===== src/rtl/m_upload_pkg.sv =====
// Shared types and constants for the memory-reply upload block (state codes,
// flit ctrl codes, message geometry, length clamp).
package m_upload_pkg;

  localparam int FLIT_W    = 16;
  localparam int MAX_FLITS = 11;
  localparam int MIN_FLITS = 2;
  localparam int MSG_W     = FLIT_W * MAX_FLITS;
  localparam int CNT_W     = 4;

  typedef enum logic [1:0] {
    ST_IDLE = 2'b00,
    ST_BUSY = 2'b01,
    ST_DONE = 2'b10
  } state_t;

  typedef enum logic [1:0] {
    CTRL_NONE = 2'b00,
    CTRL_HEAD = 2'b01,
    CTRL_BODY = 2'b10,
    CTRL_TAIL = 2'b11
  } ctrl_t;

  // Requested length forced into the legal head+tail..full-message range.
  function automatic logic [CNT_W-1:0] eff_len(input logic [CNT_W-1:0] len);
    if (len < CNT_W'(MIN_FLITS))      return CNT_W'(MIN_FLITS);
    else if (len > CNT_W'(MAX_FLITS)) return CNT_W'(MAX_FLITS);
    else                              return len;
  endfunction

endpackage


===== src/rtl/m_upload_if.sv =====
// Memory-reply request side plus ring-facing flit output of m_upload.
// master = memory/ring environment, slave = m_upload.
interface m_upload_if;
  import m_upload_pkg::*;

  logic              v_m_upload_req;
  logic [MSG_W-1:0]  m_upload_flits;
  logic [CNT_W-1:0]  m_upload_len;
  logic              net_rdy;
  logic              m_upload_ack;
  logic [FLIT_W-1:0] OUT_flit_mem;
  logic              v_OUT_flit_mem;
  logic [1:0]        OUT_flit_ctrl;
  logic              m_upload_done;
  logic [1:0]        m_upload_state;

  modport master (
    output v_m_upload_req, m_upload_flits, m_upload_len, net_rdy,
    input  m_upload_ack, OUT_flit_mem, v_OUT_flit_mem, OUT_flit_ctrl,
           m_upload_done, m_upload_state
  );

  modport slave (
    input  v_m_upload_req, m_upload_flits, m_upload_len, net_rdy,
    output m_upload_ack, OUT_flit_mem, v_OUT_flit_mem, OUT_flit_ctrl,
           m_upload_done, m_upload_state
  );

endinterface


===== src/rtl/m_upload.sv =====
// Captures a memory reply message and streams it onto the ring as head/body/tail flits.
// Build option: M_UPLOAD_BACKPRESSURE_EN makes flit transfer wait on net_rdy.
module m_upload
  import m_upload_pkg::*;
(
  input  logic      clk,
  input  logic      rst,
  m_upload_if.slave u
);

  state_t                            state;
  logic [CNT_W-1:0]                  cnt;
  logic [CNT_W-1:0]                  len_q;
  logic [MAX_FLITS-1:0][FLIT_W-1:0]  flit_q;
  logic                              ack_q;
  logic                              xfer;
  logic                              last;

`ifdef M_UPLOAD_BACKPRESSURE_EN
  assign xfer = u.net_rdy;
`else
  // Ring is assumed always ready; one flit leaves every busy cycle.
  logic unused_net_rdy;
  assign unused_net_rdy = u.net_rdy;
  assign xfer = 1'b1;
`endif

  assign last = (cnt == len_q - CNT_W'(1));

  always_ff @(posedge clk) begin
    if (rst) begin
      state  <= ST_IDLE;
      cnt    <= '0;
      len_q  <= '0;
      flit_q <= '0;
      ack_q  <= 1'b0;
    end else begin
      ack_q <= 1'b0;
      case (state)
        ST_IDLE: if (u.v_m_upload_req) begin
          flit_q <= u.m_upload_flits;
          len_q  <= eff_len(u.m_upload_len);
          cnt    <= '0;
          ack_q  <= 1'b1;
          state  <= ST_BUSY;
        end
        ST_BUSY: if (xfer) begin
          if (last) state <= ST_DONE;
          else      cnt   <= cnt + CNT_W'(1);
        end
        ST_DONE: state <= ST_IDLE;
        default: state <= ST_IDLE;
      endcase
    end
  end

  // Flit outputs decode straight off the state/count registers so they hold
  // steady while the ring stalls.
  always_comb begin
    u.v_OUT_flit_mem = 1'b0;
    u.OUT_flit_mem   = '0;
    u.OUT_flit_ctrl  = CTRL_NONE;
    if (state == ST_BUSY) begin
      u.v_OUT_flit_mem = 1'b1;
      u.OUT_flit_mem   = flit_q[cnt];
      if (cnt == '0)  u.OUT_flit_ctrl = CTRL_HEAD;
      else if (last)  u.OUT_flit_ctrl = CTRL_TAIL;
      else            u.OUT_flit_ctrl = CTRL_BODY;
    end
  end

  assign u.m_upload_ack   = ack_q;
  assign u.m_upload_done  = (state == ST_DONE);
  assign u.m_upload_state = state;

endmodule


===== src/flat_wrapper.sv =====
// flat-port wrapper written by rule: the top's interface ports become plain ports
module m_upload_flat import m_upload_pkg::*;
  (clk, rst, u_v_m_upload_req, u_m_upload_flits, u_m_upload_len, u_net_rdy, u_m_upload_ack, u_OUT_flit_mem, u_v_OUT_flit_mem, u_OUT_flit_ctrl, u_m_upload_done, u_m_upload_state);
  m_upload_if u_i ();
  input  logic clk;
  input  logic rst;
  input wire logic [$bits(u_i.v_m_upload_req)-1:0] u_v_m_upload_req;
  input wire logic [$bits(u_i.m_upload_flits)-1:0] u_m_upload_flits;
  input wire logic [$bits(u_i.m_upload_len)-1:0] u_m_upload_len;
  input wire logic [$bits(u_i.net_rdy)-1:0] u_net_rdy;
  output wire logic [$bits(u_i.m_upload_ack)-1:0] u_m_upload_ack;
  output wire logic [$bits(u_i.OUT_flit_mem)-1:0] u_OUT_flit_mem;
  output wire logic [$bits(u_i.v_OUT_flit_mem)-1:0] u_v_OUT_flit_mem;
  output wire logic [$bits(u_i.OUT_flit_ctrl)-1:0] u_OUT_flit_ctrl;
  output wire logic [$bits(u_i.m_upload_done)-1:0] u_m_upload_done;
  output wire logic [$bits(u_i.m_upload_state)-1:0] u_m_upload_state;
  assign u_i.v_m_upload_req = u_v_m_upload_req;
  assign u_i.m_upload_flits = u_m_upload_flits;
  assign u_i.m_upload_len = u_m_upload_len;
  assign u_i.net_rdy = u_net_rdy;
  assign u_m_upload_ack = u_i.m_upload_ack;
  assign u_OUT_flit_mem = u_i.OUT_flit_mem;
  assign u_v_OUT_flit_mem = u_i.v_OUT_flit_mem;
  assign u_OUT_flit_ctrl = u_i.OUT_flit_ctrl;
  assign u_m_upload_done = u_i.m_upload_done;
  assign u_m_upload_state = u_i.m_upload_state;
  m_upload u_core (.clk(clk), .rst(rst), .u(u_i));
endmodule

===== config.mk =====
export PLATFORM = sky130hd
export DESIGN_NAME = m_upload_flat
export DESIGN_NICKNAME = d
export VERILOG_FILES = /design/src/rtl/m_upload_pkg.sv /design/src/rtl/m_upload_if.sv /design/src/rtl/m_upload.sv /design/src/flat_wrapper.sv
export SDC_FILE = /design/constraint.sdc
export NUM_CORES = 1
export LEC_CHECK = 0
export CAP_MARGIN = 20
export CORE_MARGIN = 2
export CORE_UTILIZATION = 35
export CTS_BUF_LIST = sky130_fd_sc_hd__clkbuf_4 sky130_fd_sc_hd__clkbuf_8
export DETAILED_ROUTE_END_ITERATION = 16
export HOLD_SLACK_MARGIN = 0.02
export PLACE_DENSITY = 0.67
export SYNTH_ARGS = -nofsm -noshare
export SYNTH_HDL_FRONTEND = slang
export SYNTH_SLANG_ARGS = --single-unit

===== constraint.sdc =====
create_clock -name clk -period 1.8 [get_ports clk]
set_clock_uncertainty 0.05 [all_clocks]
set_input_delay 0.36 -clock clk [delete_from_list [all_inputs] [get_ports clk]]
set_output_delay 0.36 -clock clk [all_outputs]
set_load 0.03 [all_outputs]

==> results of run 1 <==
==> metal layers <==
layer  wire [µm]  track usage (%)
met5           0                0
met4         873            8.528
met3        1662            3.965
met2       12380            34.27
met1       11250            27.22
==> flip-flops by register name, indices dropped and copies added, names as in the netlist <==
signal and cells:
u_core.flit_q 176, u_core.cnt 4, u_core.len_q 4, u_core.u.m_upload_state 2, u_core.u.m_upload_ack 1
==> cell usage in the layout (no fill, tap or decap), types with 3 or more instances in the layout <==
cell,Yosys,routed
a21oi_1,184,182
a22oi_1,16,14
buf_12,0,19
buf_4,4,31
buf_6,6,24
clkbuf_8,0,18
clkdlybuf4s50_1,0,181
clkinv_8,0,4
dfxtp_1,187,181
dfxtp_2,0,3
dfxtp_4,0,3
inv_1,5,4
inv_6,0,4
inv_8,0,4
mux2_2,16,16
mux2i_1,16,6
mux2i_2,0,7
mux2i_4,0,3
mux4_2,32,32
nand2_1,363,361
nand3_1,4,4
nand4_1,3,3
nor2_1,21,5
nor2_4,0,16
nor3_1,3,3
o22a_1,16,16
xnor2_1,3,3
==> critical path: cells and delay by family (launching register included) <==
family	cells	cell delay, ns
buf+inv	3	0.43
flops	1	0.43
simple gates	1	0.04
compound gates	1	0.16
mux	2	0.67
==> stage by stage <==
stage          TNS (ns)  hold slack [ns]  power [µW]  instances  setup slack [ns]
2_1_floorplan   -0.9683           0.3829        5747        980          -0.08720
3_3_place_gp     -10.27           0.3897        6645       1471           -0.3501
3_5_place_dp     -12.96           0.3952        6671       1471           -0.3787
4_1_cts          -14.26           0.2452        9864       1512           -0.8572
5_1_grt          -14.85           0.2574       10210       1513           -0.9161
6_report         -13.37           0.2638        9824       1513           -0.8105
==> power breakdown <==
part | leakage [µW] | switching [µW] | total, µW | internal, µW
clock network | 0.000225 | 1720 | 3080 | 1360
logic | 0.00255 | 1040 | 2150 | 1120
registers | 0.00154 | 194 | 4590 | 4400
==> timing repair <==
| action | 4_1_cts | 5_1_grt |
|---|---|---|
| cloned | 4 | 1 |
| resized for setup | 50 | 21 |
| setup buffers | 5 | 2 |
| setup endpoints to repair | 23 | 20 |
| pin swaps | 3 | 7 |
==> worst min-delay path by stage <==
stage | to | slack [ns] | cells after the start
3_5_place_dp | u_core.flit_q[63] | 0.40 | 2
5_1_grt | u_core.flit_q[38] | 0.26 | 2
4_1_cts | u_core.flit_q[30] | 0.25 | 2
6_report | u_core.flit_q[30] | 0.26 | 2
2_1_floorplan | u_core.flit_q[160] | 0.38 | 2
3_3_place_gp | u_core.flit_q[165] | 0.39 | 2
==> kinds of logic after synthesis <==
kind of cell | Yosys count
AO/OA/AOI/OAI | 225
XOR/XNOR | 7
adder cells (fa/ha/maj) | 3
buffers and inverters | 88
flip-flops | 187
multiplexers | 64
AND/OR/NAND/NOR | 406
==> layout make-up <==
cell class	count	share of cell area [%]
repair buffers	262	23.80
inverters	7	0.3514
well taps	319	3.397
repair inverters	1	0.07455
multi-input cells	705	36.59
clock buffers	18	2.109
clock inverters	14	1.683
flip-flops and latches	187	31.99
==> results.toml, run 1 <==
[status]
status = "finished, violations left"
violations = "negative setup slack"

[floorplanning]
start_util_pct = 35.25
core_um2 = 23260
die-area_um2 = 24670
fp-row-count = 56
die_w_um = 157.1
dieHeight_um = 157.1
num_io_pins = 207

[yosys]
synth.ff_latch_count = 187
syn_area_um2 = 8200
netlist_instances = 980
yosysSeqAreaShare_pct = 45.65
synth-simple-area-share_pct = 19.35
synthTopCellsByArea = "dfxtp_1, nand2_1, a21oi_1"
synth_xor_area_share_pct = 0.9155
syn-num-nets = 1167
synth_top_family_by_area = "simple AND/OR/NAND/NOR gates"
synthDominantCellAreaShare_pct = 45.65
synth_edf_count = 0
ys_types = 43
synth_most_common_cell = "nand2_1"
synth_compound_area_share_pct = 15.36
ys_top_cells_by_count = "nand2_1, dfxtp_1, a21oi_1, buf_2, mux4_2"
ys.flop_type = "dfxtp_1"
yosysWarnings = 0
yosysTopAreaCell = "dfxtp_1"
ys_async_sr_fraction_pct = 0
syn_avg_cell_area_um2 = 8.368
synth_fa_ha_area_share_pct = 0.4577
synth_mux_area_share_pct = 12.94

[clock_network]
clk_latency_ns = 0.49
tritoncts = "built"
cts_buffers = 17
cts_root_buf = "clkbuf_8"
clock-sinks = 187
h-tree-depth = 4
clockBufferDepth = 2
cts_hold_buf = 0
cts.reportedPaths.clkPinSlew_ns = 0.11

[finish]
regArea_um2 = 3759
layout.nets = 1368
antennaDiodeCount = 0
drive_gt1_share_pct = 17.67
post-route-util_pct = 50.51
multi_input_area_um2 = 4299
syn_to_final_growth_pct = 43.27
finish.instance_area_um2 = 11750
n_fill_cell = 2202

[placement]
place_area_um2 = 10940
place_congestion = 0.9255
numPortBuffers = 205
dp_hpwl_um = 19410

[critical_path]
crit_arrival_ns = 2.20
rrSetupSlack_ns = 0.12
r2r-end = "u_core.cnt[1]"
r2r_start = "u_core.cnt[2]"
path_cells = "buf_12 > mux4_2 > mux2i_1 > buf_4 > o22a_1 > nor2_4 > buf_6"
worst_r2r_path_depth = 5
crit_path_end = "u_OUT_flit_mem[9]"
crit_path_end_kind = "output port"
critPathLaunch = "u_core.cnt[1]"
slowest_stage = "mux4_2"
cp-start-kind = "flip-flop"
crit_path_max_fanout = 5
slowest_delay_ns = 0.49
crit_type = "flip-flop to output port"
cp.required_ns = 1.39

[grt]
antenna_found_initial = 0
gr-usage-all-layers_pct = 20.93
grt_pass1_vias = 7356
grt_max_degree = 87
grt_pass1_wl_um = 39250
grt_overflow = 0

[sta]
min_period_over_period_pct = 145.0
max_freq_mhz = 383.1
setup_violations = 18
post-route-min-period_ns = 2.611
relSlewSlack_pct = 68.13
worstMarginPinSlew_ns = 0.4781
fin_ws_ns = -0.8105
rsz0062_at_grt = "yes"
hold_viol = 0
final_max_slew_viol_count = 0

[detailed_routing]
wire_per_inst_um = 17.29
totalWireLength_um = 26160
vias = 7610
first_pass_iters = 5
drc = 0
postRouteAntennaNets = 0
via_per_inst = 5.030
first_iter_violations = 577

[worst_hold_path]
min_path_type = "primary input to flip-flop"
hp-start = "rst"

[power_and_ir_drop]
powerDensity_nw_per_um2 = 836.1
ir_drop_mv = 0.5033
leakagePower_uw = 0.004314

[run]
max_cap_violations = 0
(Power assumes the default switching activity.)
==> run 2: changes to the inputs <==
--- a/config.mk
+++ b/config.mk
@@ -6,10 +6,12 @@
 export NUM_CORES = 1
 export LEC_CHECK = 0
 export CAP_MARGIN = 20
+export CORE_ASPECT_RATIO = 1.1
 export CORE_MARGIN = 2
 export CORE_UTILIZATION = 35
 export CTS_BUF_LIST = sky130_fd_sc_hd__clkbuf_4 sky130_fd_sc_hd__clkbuf_8
 export DETAILED_ROUTE_END_ITERATION = 16
+export GPL_TIMING_DRIVEN = 0
 export HOLD_SLACK_MARGIN = 0.02
 export PLACE_DENSITY = 0.67
 export SYNTH_ARGS = -nofsm -noshare
==> run 2 against run 1 <==
Net effect: the flow still finishes with violations (negative setup slack); critical path depth did not move; routed wire length up 7.2%; final cell count grew 1.9%.
==> results.toml, run 2 (synthesized netlist as in run 1, its figures left out) <==
[critical_path]
cp-start-kind = "flip-flop"
path_cells = "buf_12 > buf_12 > mux4_2 > mux2i_2 > o22a_1 > nor2_4 > buf_6"
slowest_stage = "mux4_2"
crit_type = "flip-flop to output port"
crit_path_end = "u_OUT_flit_mem[7]"
path_common_cell = "buf_12"
worst_r2r_path_depth = 9
rrSetupSlack_ns = 0.01
r2r_start = "u_core.cnt[0]"
critPathLaunch = "u_core.cnt[0]"
r2r-end = "u_core.cnt[1]"
path_buf_inv = 3
critical_path_cell_count = 7
crit_arrival_ns = 2.31
crit_path_max_fanout = 6
slowest_delay_ns = 0.55
crit_path_end_kind = "output port"
cp_top_family = "multiplexers"
cp.required_ns = 1.39

[sta]
post-route-min-period_ns = 2.716
worstMarginPinSlew_ns = 0.5751
min_period_over_period_pct = 150.9
hold_viol = 0
max_freq_mhz = 368.2
relSlewSlack_pct = 61.66
rsz0062_at_grt = "yes"
setup_violations = 18
fin_ws_ns = -0.9160
final_max_slew_viol_count = 0

[finish]
top_regs = "u_core.flit_q (176), u_core.cnt (4), u_core.len_q (4)"
layout_common_cells = "nand2_1, a21oi_1, clkdlybuf4s50_1, dfxtp_1, buf_2"
antennaDiodeCount = 0
largest_register_ffs = 176
mostFrequentLayoutCell = "nand2_1"
n_fill_cell = 2144
syn_to_final_growth_pct = 44.78
drive_gt1_share_pct = 20.23
largest_register = "u_core.flit_q"
layout.nets = 1416
post-route-util_pct = 51.77

[placement]
dpl_worst_slack_ns = -1.058
dp_hpwl_um = 21260
place_congestion = 0.8554
numPortBuffers = 205

[worst_hold_path]
min_path_type = "primary input to flip-flop"

[detailed_routing]
drc = 0
vias = 7835
postRouteAntennaNets = 0
wire_per_inst_um = 18.19
first_iter_violations = 466
first_pass_iters = 5
via_per_inst = 5.084
totalWireLength_um = 28040

[grt]
grt_pass1_vias = 7668
grt_pass1_wl_um = 41730
gr-usage-all-layers_pct = 22.53
grt_overflow = 0
grt_max_degree = 17
antenna_found_initial = 0

[power_and_ir_drop]
powerDensity_nw_per_um2 = 845.5
ir_drop_mv = 0.4461
leakagePower_uw = 0.004427
p_total_uw = 10040

[clock_network]
clock-sinks = 187
cts.reportedPaths.clkPinSlew_ns = 0.10
h-tree-depth = 4
cts_buffers = 17
cts_root_buf = "clkbuf_8"
tritoncts = "built"
cts_hold_buf = 0
clockBufferDepth = 2
clk_latency_ns = 0.48

[floorplanning]
die-area_um2 = 24670
fp-row-count = 58
core_um2 = 22930
die_w_um = 149.9
start_util_pct = 35.76
dieHeight_um = 164.5
num_io_pins = 207

[status]
violations = "negative setup slack"
status = "finished, violations left"

[run]
max_cap_violations = 0
[run 2: where the power goes]
group | switching, µW | internal [µW] | leakage (µW) | total [µW]
sequential | 145 | 4390 | 0.00154 | 4540
combinational | 1180 | 1200 | 0.00267 | 2380
clock | 1560 | 1560 | 0.000220 | 3120
total | 2880 | 7150 | 0.00443 | 10000
[run 2: stage by stage]
stage,hold slack (ns),setup TNS (ns),cells,area (µm²)
after floorplan,0.3829,-0.9683,980,8381
after global placement,0.3888,-107.19,1485,10810
after detailed placement,0.3937,-112.35,1485,10810
after CTS,0.3563,-15.05,1531,11700
after global routing,0.3646,-16.00,1541,11870
final,0.3621,-15.14,1541,11870
[run 2: per-layer routing]
layer,up-vias,global-route usage [%],part of all wire [%]
met5,-,0,0
met4,0,8.662,2.8
met3,46,3.204,6.0
met2,297,38.40,49
met1,3683,28.91,42
li1,3809,-,-
[run 2: worst min path at each step]
stage	start	endpoint	slack (ns)	cells after the start
finish	u_m_upload_flits[111]	u_core.flit_q[111]	0.36	3
global route	u_m_upload_flits[81]	u_core.flit_q[81]	0.36	3
CTS	u_m_upload_flits[81]	u_core.flit_q[81]	0.36	3
detailed placement	u_core.flit_q[55]	u_core.flit_q[55]	0.39	2
global placement	u_core.flit_q[48]	u_core.flit_q[48]	0.39	2
floorplan	u_core.flit_q[160]	u_core.flit_q[160]	0.38	2
[run 2: worst reg2reg max path: cells and delay by family, from the launching register on]
kind / cells / cell delay (ns)
DFF: 1 / 0.35
and+or+nand+nor: 1 / 0.22
xor gates and xnor gates: 1 / 0.14
AOI/OAI and AO/OA: 2 / 0.30
buffers and inverters: 5 / 0.62
[run 2: timing repair]
action                     CTS  global route
setup endpoints to repair  202            75
resized for setup          212            37
setup buffers               12            14
cloned                       3             0
pin swaps                    4            14
[run 2: layout make-up]
class / instances / area, µm² / share of cell area, %
sequential: 187 / 3762 / 31.69
clock inverter: 12 / 187.7 / 1.581
timing repair buffer: 231 / 2382 / 20.07
multi-input combinational: 705 / 4340 / 36.56
clock buffer: 19 / 249.0 / 2.097
inverter: 7 / 40.04 / 0.3372
buffer: 80 / 535.5 / 4.511
tap: 300 / 375.4 / 3.162
==> run 3: changes to the inputs <==
--- a/config.mk
+++ b/config.mk
@@ -8,12 +8,11 @@
 export CAP_MARGIN = 20
 export CORE_ASPECT_RATIO = 1.1
 export CORE_MARGIN = 2
-export CORE_UTILIZATION = 35
-export CTS_BUF_LIST = sky130_fd_sc_hd__clkbuf_4 sky130_fd_sc_hd__clkbuf_8
+export CORE_UTILIZATION = 45
 export DETAILED_ROUTE_END_ITERATION = 16
 export GPL_TIMING_DRIVEN = 0
 export HOLD_SLACK_MARGIN = 0.02
-export PLACE_DENSITY = 0.67
+export PLACE_DENSITY = 0.78
 export SYNTH_ARGS = -nofsm -noshare
 export SYNTH_HDL_FRONTEND = slang
 export SYNTH_SLANG_ARGS = --single-unit
==> constraint.sdc (replaced) <==
create_clock -name clk -period 2.65 [get_ports clk]
set_clock_uncertainty 0.05 [all_clocks]
set_input_delay 0.53 -clock clk [delete_from_list [all_inputs] [get_ports clk]]
set_output_delay 0.53 -clock clk [all_outputs]
set_load 0.03 [all_outputs]
==> run 3 against run 2 <==
Net effect: the flow still finishes with violations (negative setup slack); utilization rose by 13 points; final cell count fell by 4.7%; hold slack improved by 0.041 ns; routed wire length fell by 2.7%; sequential power fell by 32%; highest routed layer unchanged.
==> results.toml, run 3 (synthesized netlist as in run 1, its figures left out) <==
[clock_network]
cts.reportedPaths.clkPinSlew_ns = 0.07
clk_latency_ns = 0.44
cts_root_buf = "clkbuf_16"
cts_buffers = 17
h-tree-depth = 4
clockBufferDepth = 2
cts_hold_buf = 0
clock-sinks = 187
tritoncts = "built"

[worst_hold_path]
min_path_type = "flip-flop to flip-flop"

[placement]
dp_hpwl_um = 19920
dpl_worst_slack_ns = -0.4294
numPortBuffers = 205
place_congestion = 0.9003
dp_cells = 1423

[sta]
post-route-min-period_ns = 2.853
setup_tns_ns = -2.527
fin_ws_ns = -0.2031
rsz0062_at_grt = "yes"
worstMarginPinSlew_ns = 0.6252
setup_violations = 17
max_freq_mhz = 350.5
final_max_slew_viol_count = 0
hold_viol = 0
relSlewSlack_pct = 58.32
min_period_over_period_pct = 107.7

[power_and_ir_drop]
ir_drop_mv = 0.5581
leakagePower_uw = 0.004316
powerDensity_nw_per_um2 = 621.9

[finish]
syn_to_final_growth_pct = 41.00
antennaDiodeCount = 0
drive_gt1_share_pct = 16.18
layout_common_cells = "nand2_1, clkdlybuf4s50_1, dfxtp_1, a21oi_1, buf_2"
largest_register = "u_core.flit_q"
finalNonFillerCells = 1468
top_regs = "u_core.flit_q (176), u_core.cnt (4), u_core.len_q (4)"
largest_register_ffs = 176
layout.nets = 1405
mostFrequentLayoutCell = "nand2_1"

[critical_path]
crit_path_end_kind = "output port"
r2r_start = "u_core.u.m_upload_state[1]"
r2r-end = "u_core.flit_q[19]"
slowest_stage = "mux4_2"
critical_path_cell_count = 7
crit_arrival_ns = 2.27
critPathLaunch = "u_core.cnt[0]"
worst_r2r_path_depth = 5
cp.required_ns = 2.07
path_buf_inv = 3
slowest_delay_ns = 0.55
crit_type = "flip-flop to output port"
cp-start-kind = "flip-flop"
cp_top_family = "multiplexers"
path_cells = "buf_8 > buf_12 > mux4_2 > mux2i_2 > o22a_1 > nor2_2 > buf_6"
crit_path_max_fanout = 5
crit_path_end = "u_OUT_flit_mem[6]"
rrSetupSlack_ns = 0.67

[detailed_routing]
via_per_inst = 5.492
drc = 0
vias = 8062
first_iter_violations = 750
first_pass_iters = 5
postRouteAntennaNets = 0
wire_per_inst_um = 18.59
totalWireLength_um = 27290

[floorplanning]
core_um2 = 17800
num_io_pins = 207
die_w_um = 132.7
dieHeight_um = 145.6
die-area_um2 = 19320
fp-row-count = 51
start_util_pct = 46.06

[run]
max_cap_violations = 0

[grt]
grt_overflow = 0
grt_pass1_vias = 7765
grt_max_degree = 17
gr-usage-all-layers_pct = 27.48
grt_pass1_wl_um = 40830
antenna_found_initial = 0

[status]
status = "finished, violations left"
violations = "negative setup slack"
[run 3: changes by cell type in the layout (fill, tap and decap cells not counted), sizes merged]
cell	delta
clkdlybuf4s50	+4
clkinvlp	+4
clkinv	-4
inv	-1
dlymetal6s2s	+1
bufbuf	-1
bufinv	-2
buf	-6
clkbuf	-3
dlygate4sd2	-3
[run 3: where the power goes]
group	internal (µW)	leakage [µW]	total, µW	switching [µW]
clock network	1510	0.000283	2620	1110
logic	730	0.00250	1480	749
registers	2990	0.00154	3090	101
total	5230	0.00432	7190	1960
[run 3: per-stage QoR]
stage | total power, µW | instance area, µm² | hold WS (ns) | util (%)
global route | 7394 | 11560 | 0.4200 | 64.94
detailed placement | 4438 | 10550 | 0.3931 | 59.26
floorplan | 3848 | 8200 | 0.3829 | -
finish | 7191 | 11560 | 0.4029 | 64.94
global placement | 4411 | 10550 | 0.3882 | 59.26
CTS | 7108 | 11450 | 0.4021 | 64.31
[run 3: how the worst min path moves through the flow]
stage	from	endpoint	depth (start not counted)
5_1_grt	u_core.flit_q[35]	u_core.flit_q[35]	2
3_3_place_gp	u_core.flit_q[166]	u_core.flit_q[166]	2
6_report	u_core.flit_q[166]	u_core.flit_q[166]	2
3_5_place_dp	u_core.flit_q[116]	u_core.flit_q[116]	2
4_1_cts	u_core.flit_q[116]	u_core.flit_q[116]	2
2_1_floorplan	u_core.flit_q[160]	u_core.flit_q[160]	2
[run 3: layout make-up]
class                           count  area (µm²)
Sequential cell                   187        3750
Clock buffer                       22       494.2
Tap cell                          238       297.8
Clock inverter                      9       111.4
Multi-Input combinational cell    705        4150
Buffer                             81       495.5
Fill cell                        1411        6241
Inverter                            7       28.78
Timing Repair Buffer              219        2235
[run 3: per-layer routing]
layer / share of wire [%] / vias up / routed length [µm] / GRT usage (%)
met3: 8.5 / 99 / 2306 / 5.956
met4: 5.0 / 0 / 1367 / 15.38
li1: - / 3783 / - / -
met1: 38 / 3738 / 10480 / 33.26
met2: 48 / 442 / 13130 / 45.39
met5: 0 / - / 0 / 0
[run 3: what timing repair did]
| action | 4_1_cts | 5_1_grt |
|---|---|---|
| cloned | 2 | 0 |
| pin swaps | 19 | 3 |
| buffers inserted | 9 | 3 |
| setup endpoints to repair | 18 | 19 |
| gates resized for setup | 168 | 26 |
[run 3: worst register-to-register path, stage by stage, from the launching register on]
cell and delay (ns):
dfxtp_1 0.38, nor3b_1 0.48, buf_2 0.41, buf_2 0.32
nand2_1 0.11, a21oi_1 0.15
